**src/rtl/phy_pkg.sv**
```systemverilog
// Shared PHY definitions for the two-lane link (TX and RX sides).
//   COMMA_BC : idle/alignment comma symbol
//   SYM_W    : bits per symbol
//   LANES    : number of serial lanes
//   BIT_W    : width of a bit index within a symbol
//   slot_e   : content of the symbol slot currently on the lanes
package phy_pkg;

    localparam int unsigned     SYM_W    = 8;
    localparam int unsigned     LANES    = 2;
    localparam int unsigned     BIT_W    = $clog2(SYM_W);
    localparam logic [SYM_W-1:0] COMMA_BC = 8'hBC;

    typedef enum logic [1:0] {
        SLOT_COMMA,   // idle comma on both lanes
        SLOT_HI,      // upper half of a word (bytes 3/2)
        SLOT_LO       // lower half of a word (bytes 1/0)
    } slot_e;

endpackage

```
**src/rtl/phy_lane_shifter.sv**
```systemverilog
// One serial lane: holds the current symbol and shifts it out MSB first.
//   clk       : bit clock
//   rst_n     : asynchronous active-low reset
//   sym_load  : symbol to send in the next slot
//   load      : capture sym_load (asserted on the last bit of a slot)
//   serial    : registered serial bit
//   sym_first : registered, high while serial carries bit 7
//   slot_end  : high while the last bit of the slot is being shifted out
module phy_lane_shifter
    import phy_pkg::*;
(
    input  logic             clk,
    input  logic             rst_n,
    input  logic [SYM_W-1:0] sym_load,
    input  logic             load,
    output logic             serial,
    output logic             sym_first,
    output logic             slot_end
);

    logic [SYM_W-1:0] cur_sym;
    logic [BIT_W-1:0] bit_idx;

    always_ff @(posedge clk or negedge rst_n) begin
        if (!rst_n) begin
            cur_sym   <= COMMA_BC;
            bit_idx   <= '0;
            serial    <= 1'b0;
            sym_first <= 1'b0;
        end else begin
            serial    <= cur_sym[BIT_W'(SYM_W - 1) - bit_idx];
            sym_first <= (bit_idx == '0);
            // SYM_W is a power of two, so the index wraps naturally
            bit_idx   <= bit_idx + 1'b1;
            if (load) begin
                cur_sym <= sym_load;
            end
        end
    end

    assign slot_end = (bit_idx == BIT_W'(SYM_W - 1));

endmodule

```
**src/rtl/phy_tx_serializer.sv**
```systemverilog
// Two-lane PHY transmitter. Accepts 32-bit words on a valid/ready handshake and
// stripes each word over two symbol slots (lane0: bytes 3,1; lane1: bytes 2,0).
// Idle slots carry the 0xBC comma; ready_out stays low until MIN_COMMAS commas
// have been sent after reset.
//   clk_32f       : bit clock
//   reset         : asynchronous active-low reset
//   data_in       : word to transmit
//   valid_in      : data_in valid
//   ready_out     : word accepted on an edge where valid_in && ready_out
//   serial_data_0 : lane 0 serial bit (registered)
//   serial_data_1 : lane 1 serial bit (registered)
//   sym_start     : high while the lanes carry bit 7 of a symbol
module phy_tx_serializer
    import phy_pkg::*;
#(
    parameter int unsigned MIN_COMMAS = 4
) (
    input  logic        clk_32f,
    input  logic        reset,
    input  logic [31:0] data_in,
    input  logic        valid_in,
    output logic        ready_out,
    output logic        serial_data_0,
    output logic        serial_data_1,
    output logic        sym_start
);

    localparam int unsigned CW = $clog2(MIN_COMMAS + 1);

    slot_e                        slot_q, slot_d;
    logic [15:0]                  word_q;
    logic [31:0]                  hold_q;
    logic                         hold_full;
    logic [CW-1:0]                comma_cnt;
    logic                         sync_done;
    logic                         take_hold;
    logic                         slot_end;
    logic [LANES-1:0][SYM_W-1:0]  lane_sym;
    logic [LANES-1:0]             lane_ser, lane_first, lane_end;

    for (genvar i = 0; i < LANES; i++) begin : g_lane
        phy_lane_shifter u_shift (
            .clk       (clk_32f),
            .rst_n     (reset),
            .sym_load  (lane_sym[i]),
            .load      (slot_end),
            .serial    (lane_ser[i]),
            .sym_first (lane_first[i]),
            .slot_end  (lane_end[i])
        );
    end

    // Lanes share clock and reset, so their bit counters never diverge.
    assign slot_end      = &lane_end;
    assign sym_start     = &lane_first;
    assign serial_data_0 = lane_ser[0];
    assign serial_data_1 = lane_ser[1];

    assign sync_done = (comma_cnt == CW'(MIN_COMMAS));
    assign ready_out = sync_done && !hold_full;

    // Next slot content, chosen on the last bit of the current slot.
    always_comb begin
        slot_d      = slot_q;
        lane_sym[0] = COMMA_BC;
        lane_sym[1] = COMMA_BC;
        take_hold   = 1'b0;
        if (slot_end) begin
            if (slot_q == SLOT_HI) begin
                lane_sym[0] = word_q[15:8];
                lane_sym[1] = word_q[7:0];
                slot_d      = SLOT_LO;
            end else if (hold_full && sync_done) begin
                lane_sym[0] = hold_q[31:24];
                lane_sym[1] = hold_q[23:16];
                take_hold   = 1'b1;
                slot_d      = SLOT_HI;
            end else begin
                slot_d      = SLOT_COMMA;
            end
        end
    end

    always_ff @(posedge clk_32f or negedge reset) begin
        if (!reset) begin
            slot_q    <= SLOT_COMMA;
            word_q    <= '0;
            hold_q    <= '0;
            hold_full <= 1'b0;
            comma_cnt <= '0;
        end else begin
            slot_q <= slot_d;
            if (take_hold) begin
                word_q <= hold_q[15:0];
            end
            // An accept on the same edge the hold drains keeps it full.
            if (valid_in && ready_out) begin
                hold_q    <= data_in;
                hold_full <= 1'b1;
            end else if (take_hold) begin
                hold_full <= 1'b0;
            end
            if (slot_end && slot_q == SLOT_COMMA && !sync_done) begin
                comma_cnt <= comma_cnt + 1'b1;
            end
        end
    end

endmodule

```
**config.mk**
```make
export PLATFORM = sky130hd
export DESIGN_NAME = phy_tx_serializer
export DESIGN_NICKNAME = d
export VERILOG_FILES = /design/src/rtl/phy_pkg.sv /design/src/rtl/phy_lane_shifter.sv /design/src/rtl/phy_tx_serializer.sv
export SDC_FILE = /design/constraint.sdc
export NUM_CORES = 1
export LEC_CHECK = 0
export CORE_ASPECT_RATIO = 0.9
export CORE_MARGIN = 2
export CORE_UTILIZATION = 45
export CTS_BUF_LIST = sky130_fd_sc_hd__clkbuf_16
export DETAILED_ROUTE_END_ITERATION = 8
export PLACE_DENSITY = 0.73
export REMOVE_ABC_BUFFERS = 1
export SYNTH_ARGS = -nofsm -noshare
export SYNTH_HDL_FRONTEND = slang
export SYNTH_HIERARCHICAL = 1
export SYNTH_SLANG_ARGS = --single-unit
```
**constraint.sdc**
```tcl
create_clock -name clk_32f -period 3.7 [get_ports clk_32f]
set_input_delay 1.11 -clock clk_32f [delete_from_list [all_inputs] [get_ports clk_32f]]
set_output_delay 1.11 -clock clk_32f [all_outputs]
set_load 0.02 [all_outputs]
```
---- Word level (Yosys, flattened, before mapping) ----
Cells that the tools add are included.
cells by class
  muxes and demuxes ....................... 13
  add/subtract/negate cells ............... 5
  equality and inequality tests ........... 4
  $lt $le $gt $ge ......................... 2
  reduce and logical (&&, ||, !) cells .... 13
operator list
  kind                                                number
  two-way mux 16 bit                                  2
  adder 3 x 1 -> 3 bit, second input constant         3
  == test 3 bit, second input constant                3
  < comparator 3 x 4 -> 1 bit, second input constant  2
  two-way mux 1 bit                                   8
  binary-select mux 1 bit (select 3 bit)              2
  logical NOT 3 bit                                   2
  subtractor 3 bit, first input constant              2
  logical AND 1 bit                                   5
  AND reduction 2 bit                                 2
  == test 2 x 1 -> 1 bit, second input constant       1
  logical NOT 1 bit                                   2
  logical NOT 2 bit                                   1
  two-way mux 2 bit                                   1
  nonzero test 2 bit                                  1
storage, ports and cells
  output and inout bits ................... 4
  register bits ........................... 80

---- Longest topological paths before layout ----
  word-level depth ........................ 7
  gate-level depth with buffers ........... 7
  depth with buffers taken out ............ 6

---- Modules after synthesis ----
The synthesis kept the hierarchy.
modules (own cells, without submodules)
  module             area each (µm²)  sequential area each (µm²)  cells an instance  instances
  phy_tx_serializer  2,421.1          1,351.3                     154                1
  phy_lane_shifter   540.5            331.6                       31                 2

---- Worst setup path before layout ----
Ideal clock, no wire load.
  path type ............................... register to output
  start point ............................. reg comma_cnt[0]
  end point ............................... out ready_out
  buffers on the path ..................... 0
  arrival time ............................ 0.898 ns
  slack ................................... 1.692 ns
  cell stages (with the launch flop) ...... 4
  data required time ...................... 2.590 ns
  cells stage by stage .................... dfrtp_1 > inv_1 > ha_1 > and3b_1
between the ends
  cells in the longest elaborated chain, start to end .. 2
RTL lines
  what                    line                      source
  start, declared         phy_tx_serializer.sv:34   logic [CW-1:0] comma_cnt;
  start signal, assigned  phy_tx_serializer.sv:104  comma_cnt <= comma_cnt + 1'b1;
  == test 3 bit           phy_tx_serializer.sv:59   assign sync_done = (comma_cnt == CW'(MIN_COMMAS));
  logical AND 1 bit       phy_tx_serializer.sv:60   assign ready_out = sync_done && !hold_full;
  end, declared           phy_tx_serializer.sv:22   output logic ready_out,
Every way passes these cells.

---- Worst setup path after layout ----
Ends and elaborated chain as after synthesis.

==> flow_summary.rst <==
.. list-table::
   :header-rows: 1

   * - Metric
     - Value
   * - Post-synthesis compound-gate area fraction
     - 4.323%
   * - Routed vias/inst
     - 5.053
   * - Die ar.
     - between 8000 and 9000 sq um
   * - Post-synthesis register bit count
     - 80
   * - Gate count of the mapped netlist
     - roughly 220
   * - Power density over cell area
     - about 460 nW/um^2
   * - Share of the synthesized netlist area taken by xor and xnor gates
     - less than 1%
   * - Top-count cell post-synth
     - sky130_fd_sc_hd__dfrtp_1
   * - Worst hold-check path type
     - reg -> reg
   * - Routability congestion estimate
     - around 0.74
   * - Global routing usage summed across all routing layers
     - approximately 14%
   * - Setup Viol. Count Final
     - 0
   * - Reported leakage power
     - ~2.0 nW
   * - Maximum count of clock buffers along a single path
     - 2
   * - Synthesized area per cell
     - 16.21 sq um
   * - Synth warn
     - 6
   * - Largest family of logic cells by synthesized area
     - multiplexers
   * - Number of buffers created by CTS
     - 9
   * - Count of input and output buffers
     - 38
   * - Number of antenna violations at the first check in global routing
     - 0
   * - Layout overhead on the synthesized area
     - 19.44%
   * - CTS sink count
     - 80
   * - Area inside the core boundary
     - 7545 sq um
   * - Buffers inserted during post-CTS setup optimization
     - 0
   * - Mux contribution to synthesized area
     - around 28%
   * - Share of synthesized registers carrying an async set or reset
     - 100.0%
   * - Die extent in x
     - 96.99 microns
   * - Total non-filler cell area in the finished layout
     - roughly 4200 sq um
   * - Area share of the leading cell type in the synthesized netlist
     - ~50%
   * - # DRC
     - 0
   * - Synthesized area
     - approximately 3500 sq um
   * - Final core occ
     - between 50% and 60%
   * - Total power after layout
     - roughly 0.0019 W
   * - Wirelength per Cell
     - roughly 16 microns
   * - Hold violation count in the final report
     - 0
   * - DP HPWL
     - about 3.6 mm
   * - Reg-to-reg endpoint
     - word_q[1]
   * - Placement-stage cell area
     - between 3000 and 4000 sq um
   * - Hold Path Origin
     - word_q[12]
   * - Kind of end point of the critical path
     - primary output
   * - Violation count after the first detailed-routing iteration
     - slightly below 90
   * - # IOs
     - 39
   * - Total of hold buffers inserted after clock tree synthesis
     - 0
   * - H-tree depth
     - 3
   * - Max Fclk
     - roughly 0.35 GHz
   * - Placed insts
     - approximately 340
   * - Max-cap violations
     - 0
   * - WP data arrival
     - about 1.8 ns
   * - Insertion delay of the later-clocked pin in the worst-skew pair
     - about 0.33 ns
   * - Largest vdd supply drop
     - between 0.3 and 0.4 mV
   * - Clock edge transition at the registers on the reported setup and hold paths
     - 0.06 ns
   * - Run status
     - complete, no violations
   * - Start of the worst register-to-register path
     - g_lane[1].u_shift/bit_idx[0]
   * - Initial core utilization
     - approximately 46%
   * - Required time worst endpoint
     - between 2 and 3 ns
   * - Via count of the first global-routing pass
     - 1950
   * - Clock tree from TritonCTS
     - done
   * - Main area contributors after synthesis
     - sky130_fd_sc_hd__dfrtp_1 (50%), sky130_fd_sc_hd__mux2_4 (13%), sky130_fd_sc_hd__mux2_2 (8.0%)
   * - Path depth of the worst reg2reg path
     - 6
   * - Global-route wire length before repair
     - around 9.6 mm
   * - Final min period
     - 2.896 ns
   * - Destination of the worst hold path
     - word_q[12]
   * - Critical path fanouts, max
     - 3
   * - Share of the cycle needed by the critical path after routing
     - 78.27%
   * - Relative slew margins
     - about a third
   * - Hold path depth
     - 1
   * - Num rows
     - 30
   * - Setup slack of the most critical reg-to-reg path
     - between 1 and 1.5 ns
   * - Overflow left after global routing
     - 0
   * - First-pass iteration count of the detailed router
     - 4
   * - Share of post-route cells with drive strength above 1
     - about a third
   * - Number of antenna repair diodes
     - 0
   * - Number of enable-type register cells in the synthesized netlist
     - 0
   * - Critical Path Source Type
     - register
   * - Share of the yosys chip area belonging to registers
     - 57.52%
   * - Transition at the pin with the smallest max-transition slack
     - between 1 and 1.5 ns
   * - Worst Skew
     - around 0.0063 ns
   * - Most frequently used flop master after synthesis
     - sky130_fd_sc_hd__dfrtp_1
   * - Setup TNS
     - 0 ns
   * - Final routed wirelength across all metal layers
     - ~5.6 mm
   * - Basic-gate share of the synthesized area counting and, or, nand and nor cells
     - under 10%
   * - DIE HEIGHT
     - ~88 microns
   * - Antenna violation net count after detailed routing
     - 0
   * - Count of non-filler cells in the finished layout
     - around 360
   * - Number of instances resized during post-cts repair
     - 0
   * - Post-Synth Adder-Cell Area
     - 2.858%
   * - Pin count of the biggest net entering global routing
     - 81
   * - Root buffer cell
     - sky130_fd_sc_hd__clkbuf_16
   * - Most common library cells after synthesis
     - sky130_fd_sc_hd__dfrtp_1 (70), sky130_fd_sc_hd__mux2_4 (30), sky130_fd_sc_hd__mux2_2 (25)
   * - Final Max Slew Viols
     - 0
   * - Number of different library cells in the post-synthesis netlist
     - 29
   * - Final net count
     - 299
   * - Critical path class
     - reg -> out
   * - Via Count
     - between 1500 and 2000
   * - RSZ-0062 raised after global routing
     - false
   * - Cell type with the highest aggregate area in the netlist
     - sky130_fd_sc_hd__dfrtp_1
## registers in the layout, summed over array words and instances (netlist names)
signal and count:
g_lane.u_shift/serial 2, g_lane.u_shift/bit_idx 6, g_lane.u_shift/sym_first 2, word_q 16
slot_q 2, comma_cnt 3, g_lane.u_shift/cur_sym 16, hold_full 1
hold_q 32
## cells by family after synthesis
family / count (synthesis)
DFF: 80
buffers and inverters: 18
adders and majority gates: 8
and+or+nand+nor: 19
muxes: 71
AOI/OAI and AO/OA: 18
xor gates and xnor gates: 2
## worst max-delay path: stages (launching register included)
cell and delay, ns:
sky130_fd_sc_hd__dfrtp_1 0.41, sky130_fd_sc_hd__inv_1 0.07, sky130_fd_sc_hd__ha_1 0.18, sky130_fd_sc_hd__and3b_1 0.20, sky130_fd_sc_hd__clkdlybuf4s50_1 0.61
## how the worst max path moves through the flow
stage,startpoint,to,slack [ns],cells after the start
floorplan,valid_in,hold_q[21],1.52,2
global placement,valid_in,hold_q[12],0.89,3
detailed placement,valid_in,hold_q[13],0.85,3
CTS,comma_cnt[0],ready_out,0.79,4
global route,comma_cnt[0],ready_out,0.74,4
finish,comma_cnt[0],ready_out,0.80,4
## metal layers
layer  wire (microns)  up-vias  global-route usage (%)  share of wire [%]
met5                0        -                       0                  0
met4               23        0                   3.457               0.41
met3              248        4                   5.427                4.4
met2             2578       38                   22.73                 46
met1             2780      912                   19.35                 49
li1                 -      850                       -                  -
## layout by cell type, fill, tap and decap left out, drive strengths merged, types with 2 or more instances in the layout
master and count:
nor2b 2, mux2 67, clkdlybuf4s50 37, buf 2, inv 9, clkbuf 9, a22o 6, o22a 10
clkinv 3, xnor2 2, ha 8, nand3 2, dfstp 10, and2 2, mux4 4, and3b 2
clkinvlp 3, dfrtp 70, nand2 8
## cell type report
cell class / instances / area (sq um)
Multi-Input combinational cell: 118 / 1368
Fill cell: 634 / 3362
Timing Repair Buffer: 39 / 385.4
Inverter: 8 / 30.03
Tap cell: 96 / 120.1
Sequential cell: 80 / 2014
Clock buffer: 9 / 225.2
Clock inverter: 7 / 40.04
## through the flow
stage	setup slack (ns)	hold slack, ns
final	0.8039	0.4904
after global placement	0.8938	0.4686
after detailed placement	0.8465	0.4806
after CTS	0.7889	0.4935
after floorplan	1.524	0.4523
after global routing	0.7369	0.5123
## report_power, final
part / switching, W / internal (W) / leakage (nW) / total [W]
registers: 0.0000403 / 0.000945 / 0.987 / 0.000986
logic: 0.0000494 / 0.000113 / 0.864 / 0.000163
clock network: 0.000328 / 0.000446 / 0.126 / 0.000774
total: 0.000417 / 0.00150 / 1.98 / 0.00192
No activity file was read; power rests on OpenSTA's default activity.
==> variant 1: new RTL, same settings <==
The 3 values of `slot_e` get a one-hot encoding in 3 bits.
--- a/src/rtl/phy_pkg.sv
+++ b/src/rtl/phy_pkg.sv
@@ -11,10 +11,10 @@
     localparam int unsigned     BIT_W    = $clog2(SYM_W);
     localparam logic [SYM_W-1:0] COMMA_BC = 8'hBC;
 
-    typedef enum logic [1:0] {
-        SLOT_COMMA,   // idle comma on both lanes
-        SLOT_HI,      // upper half of a word (bytes 3/2)
-        SLOT_LO       // lower half of a word (bytes 1/0)
+    typedef enum logic [2:0] {
+        SLOT_COMMA = 3'b001,   // idle comma on both lanes
+        SLOT_HI    = 3'b010,      // upper half of a word (bytes 3/2)
+        SLOT_LO    = 3'b100       // lower half of a word (bytes 1/0)
     } slot_e;
 
 endpackage
Check against the original RTL: no difference found for any inputs over 10 cycles, from zero or initial values and one cycle with reset low; not proved beyond that.
==> variant 1 against the original RTL <==
Power rose by 15%; non-clock buffer count rose by 1; register-to-register slack got worse by 0.27 ns; setup slack got worse by 0.045 ns; wire length rose by 8.2%; design area rose by 3.0%; sequential cell count rose by 1; synthesized area rose by 0.36%; highest routed layer unchanged.
==> variant 1: results (changes against the original RTL) <==
| Metric | Value |
|---|---|
| Combined global-route utilization of all metal layers | `15.6% (was 14.5%)` |
| Final WL | `6090 um (was 5630 um)` |
| Placed Area | `3960 um^2 (was 3920 um^2)` |
| Count of placed standard cells in the final layout, fillers left out | `392 (was 357)` |
| Total number of nets in the final design | `334 (was 299)` |
| Number of distinct library cells after synthesis | `30 (was 29)` |
| Placement Setup Slack | `1.05 ns (was 0.846 ns)` |
| Area contributors post-synth | `sky130_fd_sc_hd__dfrtp_1, sky130_fd_sc_hd__mux2_2, sky130_fd_sc_hd__dfstp_2 (was sky130_fd_sc_hd__dfrtp_1, sky130_fd_sc_hd__mux2_4, sky130_fd_sc_hd__mux2_2)` |
| Filler instances | `604 (was 634)` |
| Sequential element share of the synthesized area | `58.1% (was 57.5%)` |
| Xor and xnor area share after synthesis | `0.249% (was 0.500%)` |
| Met1 layer wirelength in the final routing | `2810 um (was 2780 um)` |
| Total vias in the final route | `2059 (was 1804)` |
| Area growth, synth to finish | `22.6% (was 19.4%)` |
| Share of post-route cells with drive strength above 1 | `33.8% (was 33.7%)` |
| Global-route track usage on met2 | `24.9% (was 22.7%)` |
| Final worst clock skew | `0.00664 ns (was 0.00627 ns)` |
| Synth Area in Compound Gates | `3.03% (was 4.32%)` |
| Global-route wire length before repair | `10100 um (was 9580 um)` |
| Dpl cells | `376 (was 341)` |
| Met1 capacity usage during global routing | `19.8% (was 19.4%)` |
| Sum of net half-perimeters after detailed placement | `3960 um (was 3570 um)` |
| Post-Syn Instances | `253 (was 216)` |
| Commonest cells post-synth | `sky130_fd_sc_hd__dfrtp_1, sky130_fd_sc_hd__mux2_2, sky130_fd_sc_hd__nor2_1, sky130_fd_sc_hd__dfstp_2, sky130_fd_sc_hd__o21ai_0 (was sky130_fd_sc_hd__dfrtp_1, sky130_fd_sc_hd__mux2_4, sky130_fd_sc_hd__mux2_2, sky130_fd_sc_hd__mux2_1, sky130_fd_sc_hd__dfstp_2)` |
| Leakage component of the power | `1.86 nW (was 1.98 nW)` |
| Global routing met3 resource utilization | `5.11% (was 5.43%)` |
| Status | `finished clean (unchanged)` |
| Adder and majority gate portion of the synthesized area | `2.85% (was 2.86%)` |
| Detail Route met3 WL | `290 um (was 248 um)` |
| Highest ir drop seen on vdd | `0.380 mV (was 0.309 mV)` |
| Critical Path Fanout Max | `6 (was 3)` |
| Wire length on met2 | `2880 um (was 2580 um)` |
| Start point of the worst min-delay path | `g_lane[0].u_shift/cur_sym[6] (was word_q[12])` |
| Reg2reg start | `g_lane[0].u_shift/bit_idx[0] (was g_lane[1].u_shift/bit_idx[0])` |
| Proportion of synthesized area in mux cells | `25.6% (was 27.8%)` |
| Final weighted congestion in routability-driven placement | `0.748 (was 0.744)` |
| Number of global-route vias before repair | `2035 (was 1950)` |
| Switching part of the total power | `20.6% (was 21.7%)` |
==> variant 1: cell type report <==
type                            count  share of cell area, %
Sequential cell                    81                   47.4
Clock inverter                      7                   2.76
Timing Repair Buffer               40                   9.12
Tap cell                           96                   2.79
Inverter                            7                  0.610
Clock buffer                        9                   5.23
Multi-Input combinational cell    152                   32.1
==> variant 1: final timing paths <==
check	end	slack [ns]	cells past startpoint
max	ready_out	0.76	5
min	g_lane[0].u_shift/cur_sym[6]	0.50	1
max reg2reg	comma_cnt[1]	1.08	6
min reg2reg	g_lane[0].u_shift/cur_sym[6]	0.50	1
max in group asynchronous	word_q[13]	2.13	1
min in group asynchronous	hold_q[3]	0.93	1
==> variant 1: power groups by stage <==
stage / registers, mW / clock network, mW / logic (mW)
after floorplan: 1.02 / 0 / 0.115
after global placement: 1.03 / 0 / 0.186
after detailed placement: 1.04 / 0 / 0.193
after CTS: 1.02 / 1.02 / 0.193
after global routing: 1.03 / 1.06 / 0.208
final: 1.02 / 1.01 / 0.189
==> variant 2: new RTL, config.mk and constraints unchanged <==
Without the edit above. Make the reset (`reset` and `rst_n`) synchronous in 2 clocked blocks. Comments in the files are not updated.
--- a/src/rtl/phy_lane_shifter.sv
+++ b/src/rtl/phy_lane_shifter.sv
@@ -21,7 +21,7 @@
     logic [SYM_W-1:0] cur_sym;
     logic [BIT_W-1:0] bit_idx;
 
-    always_ff @(posedge clk or negedge rst_n) begin
+    always_ff @(posedge clk) begin
         if (!rst_n) begin
             cur_sym   <= COMMA_BC;
             bit_idx   <= '0;
--- a/src/rtl/phy_tx_serializer.sv
+++ b/src/rtl/phy_tx_serializer.sv
@@ -81,7 +81,7 @@
         end
     end
 
-    always_ff @(posedge clk_32f or negedge reset) begin
+    always_ff @(posedge clk_32f) begin
         if (!reset) begin
             slot_q    <= SLOT_COMMA;
             word_q    <= '0;
Function: differs if reset is asserted again (counterexample within 4 cycles, from zero or initial values and one cycle with reset low); with reset held inactive, the same outputs for 10 cycles.
==> variant 2 against the original RTL <==
Synthesized area down 6.5%; design area down 5.6%; utilization up 0.64 points; sequential cell count unchanged; highest routed layer unchanged; hold slack lost 0.032 ns; wire length increased by 4.3%; via count up 32%; power fell by 7.0%; setup slack better by 0.069 ns.
==> variant 2: results (changes against the original RTL) <==
| Metric | Value |
|---|---|
| Status | `finished clean (unchanged)` |
| Sequential element share of the synthesized area | `48.9% (was 57.5%)` |
| Total vias in the final route | `2375 (was 1804)` |
| Final worst clock skew | `0.00624 ns (was 0.00627 ns)` |
| Commonest cells post-synth | `sky130_fd_sc_hd__dfxtp_1, sky130_fd_sc_hd__nand2_1, sky130_fd_sc_hd__mux2i_1, sky130_fd_sc_hd__nand3_1, sky130_fd_sc_hd__o21ai_0 (was sky130_fd_sc_hd__dfrtp_1, sky130_fd_sc_hd__mux2_4, sky130_fd_sc_hd__mux2_2, sky130_fd_sc_hd__mux2_1, sky130_fd_sc_hd__dfstp_2)` |
| Start point of the worst min-delay path | `hold_q[12] (was word_q[12])` |
| Biggest cell delay along the critical path | `0.61 ns (about the same)` |
| Detail Route met3 WL | `280 um (was 248 um)` |
| Count of routing violations after the opening detailed-route iteration | `89 (was 87)` |
| Data arrival time of the critical path | `1.72 ns (was 1.79 ns)` |
| Global-route wire length before repair | `10300 um (was 9580 um)` |
| R2r setup slk | `1.23 ns (was 1.35 ns)` |
| Share of post-route cells with drive strength above 1 | `6.05% (was 33.7%)` |
| Number of warnings reported in the yosys synthesis log | `6 (unchanged)` |
| Final WL | `5870 um (was 5630 um)` |
| Post-synth ARST share | `0% (was 100%)` |
| Number of global-route vias before repair | `2258 (was 1950)` |
| Reg2reg start | `g_lane[0].u_shift/bit_idx[0] (was g_lane[1].u_shift/bit_idx[0])` |
| Wire length on met2 | `2670 um (was 2580 um)` |
| Leakage component of the power | `1.48 nW (was 1.98 nW)` |
| CP Launch Point | `comma_cnt[0] (unchanged)` |
| Proportion of synthesized area in mux cells | `13.6% (was 27.8%)` |
| Combined global-route utilization of all metal layers | `16.4% (was 14.5%)` |
| Internal power component | `1.43 mW (was 1.50 mW)` |
| Total number of nets in the final design | `418 (was 299)` |
| Highest attainable clock frequency | `354 MHz (was 345 MHz)` |
| Placement Setup Slack | `1.13 ns (was 0.846 ns)` |
| Worst slew margin relative to its limit | `36.0% (was 33.3%)` |
| Maximum number of pins on one net before global-route repair | `88 (was 81)` |
| Xor and xnor area share after synthesis | `0% (was 0.500%)` |
| Number of distinct library cells after synthesis | `33 (was 29)` |
| Met1 layer wirelength in the final routing | `2840 um (was 2780 um)` |
| Highest ir drop seen on vdd | `0.277 mV (was 0.309 mV)` |
| Adder and majority gate portion of the synthesized area | `3.06% (was 2.86%)` |
| Final weighted congestion in routability-driven placement | `0.789 (was 0.744)` |
| Sum of net half-perimeters after detailed placement | `3820 um (was 3570 um)` |
| Synth Area in Compound Gates | `10.8% (was 4.32%)` |
## variant 2: cell families after synthesis
kind of cell,Yosys count
adders and majority gates,8
DFF,80
muxes,41
buffers and inverters,33
AOI/OAI and AO/OA,55
and+or+nand+nor,130
## variant 2: layout make-up
type / instances / area (um^2)
clock buffers: 9 / 225
clock inverters: 7 / 56.3
fillers: 663 / 3090
inverters: 7 / 26.3
multi-input cells: 234 / 1510
flip-flops and latches: 80 / 1600
well taps: 93 / 116
repair buffers: 43 / 415
## variant 2: power groups by stage
stage / clock, mW / sequential, mW / combinational, mW
4_1_cts: 0.853 / 0.879 / 0.0856
3_5_place_dp: 0 / 0.898 / 0.0844
6_report: 0.823 / 0.880 / 0.0848
2_1_floorplan: 0 / 0.899 / 0.0201
5_1_grt: 0.890 / 0.880 / 0.0936
3_3_place_gp: 0 / 0.897 / 0.0833
## variant 2: final timing paths
check | to | cells after the start
setup / recovery | ready_out | 5
hold / removal | word_q[12] | 2
setup reg to reg | g_lane[0].u_shift/cur_sym[3] | 9
hold reg to reg | word_q[12] | 2
## variant 2: metal layers
metal | up-vias | global-route usage [%]
li1 | 1247 | -
met3 | 6 | 5.86
met1 | 1077 | 21.2
met4 | 0 | 5.53
met2 | 45 | 25.5
met5 | - | 0
## variant 2: stage by stage
stage	hold slack, ns	power [mW]	utilization [%]	area [um^2]	cells
after global placement	0.446	0.981	52.1	3670	457
final	0.458	1.79	56.1	3950	473
after global routing	0.471	1.86	56.1	3950	473
after detailed placement	0.452	0.982	52.1	3670	457
after floorplan	0.431	0.919	-	3130	321
after CTS	0.460	1.82	56.1	3950	473
## variant 2: worst reg2reg max path: stages, from the launching register on
cell and delay (ns):
sky130_fd_sc_hd__dfxtp_1 0.42, sky130_fd_sc_hd__ha_1 0.19, sky130_fd_sc_hd__ha_1 0.15, sky130_fd_sc_hd__nand2_1 0.11, sky130_fd_sc_hd__inv_1 0.25, sky130_fd_sc_hd__buf_4 0.31, sky130_fd_sc_hd__nand2_1 0.34, sky130_fd_sc_hd__o22a_1 0.29
sky130_fd_sc_hd__mux2i_1 0.16, sky130_fd_sc_hd__nand2_1 0.09
